## config.mk

```make
export PLATFORM = sky130hd
export DESIGN_NAME = chunked_compare_unit
export DESIGN_NICKNAME = d
export VERILOG_FILES = /design/src/rtl/chunked_compare_unit.sv
export SDC_FILE = /design/constraint.sdc
export NUM_CORES = 1
export LEC_CHECK = 0
export BUFFER_PORTS_ARGS = -buffer_cell sky130_fd_sc_hd__buf_2
export CORE_MARGIN = 5
export CORE_UTILIZATION = 55
export CTS_BUF_LIST = sky130_fd_sc_hd__clkbuf_8
export DETAILED_ROUTE_END_ITERATION = 6
export PLACE_DENSITY = 0.89
export RECOVER_POWER = 100
export REMOVE_ABC_BUFFERS = 1
export SKIP_LAST_GASP = 1
export SYNTH_ARGS = -nofsm -noshare
export SYNTH_HDL_FRONTEND = slang
export SYNTH_SLANG_ARGS = --single-unit
```

## constraint.sdc

```tcl
create_clock -name clk -period 4.4 [get_ports clk]
set_input_delay 0.44 -clock clk [delete_from_list [all_inputs] [get_ports clk]]
set_output_delay 0.44 -clock clk [all_outputs]
set_load 0.02 [all_outputs]
```

## src/rtl/chunked_compare_unit.sv

```systemverilog
// chunked_compare_unit
//   Multi-cycle magnitude comparator for the ALU set-less-than path.
//   Compares CHUNK bits per cycle, most significant chunk first, and
//   reports one-hot lt/eq/gt plus the SLT word {WIDTH-1 zeros, lt}.
//   Signed operands are biased (MSB inverted) at capture so that one
//   unsigned chunk compare serves both modes.
//
// Configuration macro: CMP_EARLY_EXIT_EN
//   defined   : leave CMP on the first differing chunk (variable latency)
//   undefined : always spend NCHUNK cycles in CMP (fixed latency)
//
// Ports
//   clk        rising-edge clock
//   rst        synchronous active-high reset
//   in_valid   operands/mode presented
//   in_ready   unit can accept (IDLE and not in reset)
//   a, b       operands, WIDTH bits
//   is_signed  1: two's-complement compare, 0: unsigned
//   out_valid  result registers valid
//   out_ready  consumer takes result
//   out        SLT word {WIDTH-1 zeros, lt}
//   lt,eq,gt   one-hot compare flags while out_valid=1
module chunked_compare_unit #(
    parameter int WIDTH = 32,
    parameter int CHUNK = 8
) (
    input  logic             clk,
    input  logic             rst,
    input  logic             in_valid,
    output logic             in_ready,
    input  logic [WIDTH-1:0] a,
    input  logic [WIDTH-1:0] b,
    input  logic             is_signed,
    output logic             out_valid,
    input  logic             out_ready,
    output logic [WIDTH-1:0] out,
    output logic             lt,
    output logic             eq,
    output logic             gt
);

    localparam int unsigned NCHUNK = WIDTH / CHUNK;
    localparam int unsigned IDXW   = (NCHUNK > 1) ? $clog2(NCHUNK) : 1;
    localparam logic [WIDTH-1:0] SIGN_BIAS = {1'b1, {(WIDTH-1){1'b0}}};

    typedef enum logic [1:0] {IDLE, CMP, DONE} state_t;

    state_t            state;
    logic [WIDTH-1:0]  a_r;
    logic [WIDTH-1:0]  b_r;
    logic [IDXW-1:0]   idx;
    logic [CHUNK-1:0]  ca;
    logic [CHUNK-1:0]  cb;
    logic              chunk_lt;
    logic              chunk_diff;
    logic              last;
    logic              finish;
    logic              res_lt;
    logic              res_gt;
    logic              res_eq;
`ifndef CMP_EARLY_EXIT_EN
    // First differing chunk seen so far; later chunks must not override it.
    logic              found;
    logic              rec_lt;
`endif

    assign in_ready = (state == IDLE) && !rst;

    // Select chunk idx, counted from the most significant end.
    always_comb begin
        ca = '0;
        cb = '0;
        for (int unsigned i = 0; i < NCHUNK; i++) begin
            if (idx == IDXW'(i)) begin
                ca = a_r[(NCHUNK-1-i)*CHUNK +: CHUNK];
                cb = b_r[(NCHUNK-1-i)*CHUNK +: CHUNK];
            end
        end
    end

    always_comb begin
        chunk_lt   = (ca < cb);
        chunk_diff = (ca != cb);
        last       = (idx == IDXW'(NCHUNK - 1));
`ifdef CMP_EARLY_EXIT_EN
        finish = chunk_diff || last;
        res_lt = chunk_diff && chunk_lt;
        res_gt = chunk_diff && !chunk_lt;
        res_eq = !chunk_diff;
`else
        finish = last;
        res_lt = found ? rec_lt  : (chunk_diff && chunk_lt);
        res_gt = found ? !rec_lt : (chunk_diff && !chunk_lt);
        res_eq = !found && !chunk_diff;
`endif
    end

    always_ff @(posedge clk) begin
        if (rst) begin
            state     <= IDLE;
            a_r       <= '0;
            b_r       <= '0;
            idx       <= '0;
            out_valid <= 1'b0;
            out       <= '0;
            lt        <= 1'b0;
            eq        <= 1'b0;
            gt        <= 1'b0;
`ifndef CMP_EARLY_EXIT_EN
            found     <= 1'b0;
            rec_lt    <= 1'b0;
`endif
        end else begin
            case (state)
                IDLE: begin
                    if (in_valid) begin
                        a_r   <= is_signed ? (a ^ SIGN_BIAS) : a;
                        b_r   <= is_signed ? (b ^ SIGN_BIAS) : b;
                        idx   <= '0;
`ifndef CMP_EARLY_EXIT_EN
                        found  <= 1'b0;
                        rec_lt <= 1'b0;
`endif
                        state <= CMP;
                    end
                end
                CMP: begin
`ifndef CMP_EARLY_EXIT_EN
                    if (!found && chunk_diff) begin
                        found  <= 1'b1;
                        rec_lt <= chunk_lt;
                    end
`endif
                    if (finish) begin
                        state     <= DONE;
                        out_valid <= 1'b1;
                        lt        <= res_lt;
                        eq        <= res_eq;
                        gt        <= res_gt;
                        out       <= WIDTH'(res_lt);
                    end else begin
                        idx <= idx + IDXW'(1);
                    end
                end
                DONE: begin
                    if (out_ready) begin
                        state     <= IDLE;
                        out_valid <= 1'b0;
                        out       <= '0;
                        lt        <= 1'b0;
                        eq        <= 1'b0;
                        gt        <= 1'b0;
                    end
                end
                default: state <= IDLE;
            endcase
        end
    end

endmodule

```

### After elaboration in Yosys (flattened, before gate mapping)

Index checks and enable logic that the tools add are counted.

* bits in registers: 106
* bits of input ports: 69
* output and inout bits: 37
* logic and storage cells: 81

* add/subtract/negate cells: 1
* order comparisons: 1
* equal/unequal tests: 11
* mux-type cells: 36
* bitwise operators: 2
* reduce and logical (&&, ||, !) cells: 19

Operator list (count)
* 2-to-1 mux 32 bit: 4
* 2-to-1 mux 8 bit: 8
* one-hot mux 32 bit (2 select lines): 1
* one-hot mux 1 bit (2 select lines): 6
* AND reduction 3 bit: 4
* 2-to-1 mux 1 bit: 10
* 2-to-1 mux 2 bit: 5
* inequality test 2 bit (second input constant): 5
* less-than comparator 8 bit: 1
* inequality test 8 bit: 1
* == test 2 bit (second input constant): 3
* one-hot mux 2 bit (3 select lines): 1
* logical AND 1 bit: 5
* zero test 1 bit: 5
* == test 2 x 1 -> 1 bit (second input constant): 2
* zero test 2 bit: 2
* one-hot mux 2 bit (2 select lines): 1
* nonzero test 2 bit: 2
* adder 2 x 1 -> 2 bit (second input constant): 1
* NOT 1 bit: 2
* AND reduction 2 bit: 1

### Depth between registers and ports, before layout

* word-level depth: 11
* gate-level depth with buffers: 12
* mapped depth without buffers: 11

### Worst setup path before layout

Ideal clock, no wire load.

* path type: flip-flop to flip-flop
* start: register idx[1]
* end: register rec_lt
* setup time: 0.101 ns
* arrival: 2.222 ns
* required time: 4.299 ns
* slack: 2.077 ns
* stages on the path, launching flop included: 13
* buffers on the path: 1
* clock period less this slack: 2.323 ns
* cells stage by stage: dfxtp_1 inv_1 ha_1 clkbuf_1 nand3b_1 a21oi_1 a21oi_1 o21ai_0 ha_1 a21o_1 a21oi_1 nand2_1 o41ai_1

* word-level cells in the longest chain between the ends: 9
* elaborated cells on any way between the ends: 19
* classes of those cells: order compare: 1; eq/ne: 5; mux: 10; reduce/logical: 3

RTL lines
* start: declaration: RTL line 51 `logic [IDXW-1:0] idx;`
* start signal: assignment: RTL line 142 `idx <= idx + IDXW'(1);`
* branches (longest 9 deep; another with less-than comparator 8 bit)
* end signal: assignment: RTL line 131 `rec_lt <= chunk_lt;`
* end: declaration: RTL line 64 `logic rec_lt;`

Several ways; the timed one is not identified. The select of a mux whose other input is x is not followed.
A chain may end at the register's enable or synchronous reset.

### Worst setup path after layout

* start: register state[1]
* end: register idx[0]

* word-level cells in the longest chain between the ends: 3
* elaborated cells on any way between the ends: 7
* classes of those cells: eq/ne: 3; mux: 1; reduce/logical: 3

RTL lines
* start: declaration: RTL line 48 `state_t state;`
* start signal: assignment: RTL line 100 `state <= IDLE;`
* start signal: assignment: RTL line 124 `state <= CMP;`
* start signal: assignment: RTL line 135 `state <= DONE;`
* == test 2 x 1 -> 1 bit or zero test 2 bit (tied branches): RTL line 114 `case (state)`
* inequality test 2 bit (no source line) or nonzero test 2 bit (tied branches)
* AND reduction 3 bit (no source line)

Several ways; a longest one is shown, not always the timed one.

==> flow_metrics.tcl <==
set metrics [dict create \
    fin_crit_sh_pct 76.0 \
    netlist_area_sq_mm 0.00370 \
    clockBufferDepth 2 \
    drive_above_1_share_pct 15.9 \
    die-area_sq_mm 0.00848 \
    slew_headroom_pct -36.8 \
    avgSynthCellArea_sq_um 7.56 \
    arrival_ns 3.59 \
    cts.hold.buffers_added 0 \
    die_x_microns 92.1 \
    async_reset_ff_share_pct 0 \
    antenna_found_initial 0 \
    place_congestion 0.795 \
    grt_overflow 0 \
    worstSkewPairLatency_ns 0.36 \
    cts_setup_buffers 0 \
    tightest_slew_ns 2.05 \
    finalWirelength_microns 8340 \
    synth-seq-cells 74 \
    hold_path_class "in -> reg" \
    maxSlewViolCount 96 \
    hold_depth 3 \
    setup_tns_ns 0 \
    max_stage_delay_ns 1.27 \
    finClkSkew_ns 0.00739 \
    cts_inserted_buffers 9 \
    io_buffer_count 74 \
    layout.nets 622 \
    synth.top_cell.area_share_pct 40.0 \
    cp_cell_sequence "nor3b_2 -> clkbuf_1 -> nor3_1 -> a21oi_1 -> nor2_1" \
    ys.warnings.count 0 \
    synth.yosys.seq_area_share_pct 40.0 \
    h-tree-depth 3 \
    core_sq_mm 0.00668 \
    critical_path_depth 5 \
    hold_viol_final 0 \
    synth_area_leaders "dfxtp_1 40%, nand2_1 15%, a21oi_1 13%, buf_4 7.1%, ha_1 4.1%" \
    grtUsageTotal_pct 19.8 \
    grt_pass1_vias 3157 \
    ant_nets 0 \
    numClockSinks 74 \
    status "finished with violations" \
    antenna-diode-count 0 \
    yosys.area.top_type "dfxtp_1" \
    drt_iter0_drc 194 \
    grt_start_max_net_pins 65 \
    ios 106 \
    synth.distinct_cells 36 \
    initial_core_util_pct 55.4 \
    path_class "reg -> reg" \
    violations "capacitance limit, slew limit" \
    rows 30 \
    synthToLayoutAreaGrowth_pct 11.3 \
    setup_violations 0 \
    synth-edff-count 0 \
    cp_data_required_time_ns 4.64 \
    power.leakage_nw 1.70 \
    cp_max_fo 39 \
    netlist_instances 490 \
    fillers 617 \
    cts-root-buf "clkbuf_8" \
    ys.flop_type "dfxtp_1" \
    routed_via_density 5.28 \
    crit_buf_inv 1 \
    firstDrtPassIters 5 \
    cp-start-kind "flip-flop" \
    fmaxAchievable_mhz 299 \
    routedWlPerCell_microns 13.3 \
    crit_path_end_kind "flip-flop" \
    synthTopCellsByCount "152 x nand2_1, 95 x a21oi_1, 74 x dfxtp_1" \
    finalCriticalPeriod_ns 3.35 \
    slowest_stage "nor3b_2" \
    drt_drc_violations_left 0 \
    cts_tree "built" \
    synth.most_common_cell "nand2_1" \
    reg2reg_depth 5 \
    powerDensity_mw_per_mm2 398 \
    hpwl_microns 5660 \
    cap_violations 2 \
    vias 3303 \
    grt_pass1_wl_microns 13700 \
    clkTransAtPathRegs_ns 0.08 \
    die_h_microns 92.1 \
    grt_setup_unrepaired "false" \
    cts_resized 0 \
    ir_worst_vdd_mv 0.225 \
    total_power_mw 1.64 \
    path_delay_family "simple AND/OR/NAND/NOR gates" \
]
==> worst paths after layout <==
check / slack [ns] / to / start
hold / removal: 0.31 / b_r[4] / b[4]
setup / recovery: 1.05 / idx[0] / state[1]
hold reg to reg: 0.45 / b_r[27] / b_r[27]
setup reg to reg: 1.05 / idx[0] / state[1]
==> sequential cells by signal (all words and copies together) (netlist names) <==
signal	count
gt	1
rec_lt	1
b_r	32
eq	1
out_valid	1
idx	2
state	2
a_r	32
found	1
out	1
==> final cells by class <==
type                       instances  area [sq um]  share of cell area (%)
multi-input combinational        376          1900                    46.1
clock buffer                      11           151                    3.67
inverter                           4          15.0                   0.364
sequential                        74          1480                    35.9
tap                               80           100                    2.43
timing repair buffer              76           374                    9.07
clock inverter                     5           100                    2.43
==> where the power goes <==
group	internal, mW	switching [mW]
logic	0.0936	0.158
clock network	0.406	0.248
registers	0.710	0.0256
==> routing by layer <==
metal,GRT usage (%),vias to the layer above,wire (microns)
met1,24.1,1504,3640
met4,7.67,0,144
met5,0,-,0
met3,5.17,17,512
li1,-,1678,-
met2,33.2,104,4040
==> metrics by stage <==
stage | hold WS [ns] | instances | area [sq um] | setup slack (ns) | util (%)
6_report | 0.311 | 626 | 4130 | 1.05 | 61.7
5_1_grt | 0.319 | 626 | 4130 | 0.671 | 61.7
4_1_cts | 0.305 | 626 | 4150 | 1.35 | 62.0
3_5_place_dp | 0.446 | 610 | 3890 | 1.36 | 58.3
3_3_place_gp | 0.442 | 610 | 3890 | 1.51 | 58.3
2_1_floorplan | 0.426 | 454 | 3410 | 1.86 | -
==> cells in the final DEF, fill, tap and decap left out <==
| cell type | Yosys | routed |
|---|---|---|
| conb_1 | 1 | 31 |
| nand3_1 | 1 | 1 |
| a21oi_1 | 95 | 95 |
| nor3b_1 | 3 | 3 |
| xnor2_1 | 2 | 2 |
| inv_1 | 4 | 4 |
| and4_1 | 1 | 1 |
| bufinv_16 | 0 | 3 |
| o22ai_1 | 1 | 1 |
| or4_1 | 1 | 1 |
| nand3b_1 | 10 | 10 |
| buf_2 | 12 | 68 |
| a211oi_1 | 3 | 3 |
| nand4_1 | 2 | 2 |
| clkbuf_8 | 0 | 11 |
| mux2i_1 | 8 | 8 |
| clkbuf_1 | 16 | 7 |
| nor2b_1 | 2 | 2 |
| nor3b_2 | 0 | 1 |
| o2111ai_1 | 1 | 1 |
| buf_4 | 35 | 1 |
| o2bb2ai_1 | 1 | 1 |
| nand4b_1 | 1 | 1 |
| a31oi_2 | 1 | 1 |
| nor2_1 | 9 | 9 |
| nor4_1 | 2 | 2 |
| clkinv_2 | 0 | 2 |
| nor3_1 | 4 | 4 |
| ha_1 | 12 | 12 |
| a32oi_1 | 1 | 1 |
| a21o_1 | 1 | 1 |
| nand2_1 | 152 | 153 |
| o41ai_1 | 1 | 1 |
| and3b_1 | 9 | 9 |
| o21ai_0 | 19 | 19 |
| dfxtp_1 | 74 | 74 |
==> cell families (layout without fill, tap and decap cells) <==
group / count (synthesis) / count (layout) / share of synthesized area, %
other cells: 1 / 31 / 0.101
buf+inv: 70 / 96 / 11.4
xor+xnor: 2 / 2 / 0.473
flops: 74 / 74 / 40.0
compound gates: 124 / 124 / 17.7
simple gates: 199 / 199 / 24.1
mux: 8 / 8 / 2.16
fa+ha+maj: 12 / 12 / 4.05
==> tightest hold or removal path, cell delays in order <==
cell     delay [ns]
buf_2          0.10
nand2_1        0.04
a21oi_1        0.05
Note: power is estimated with default switching activity, not from simulation.
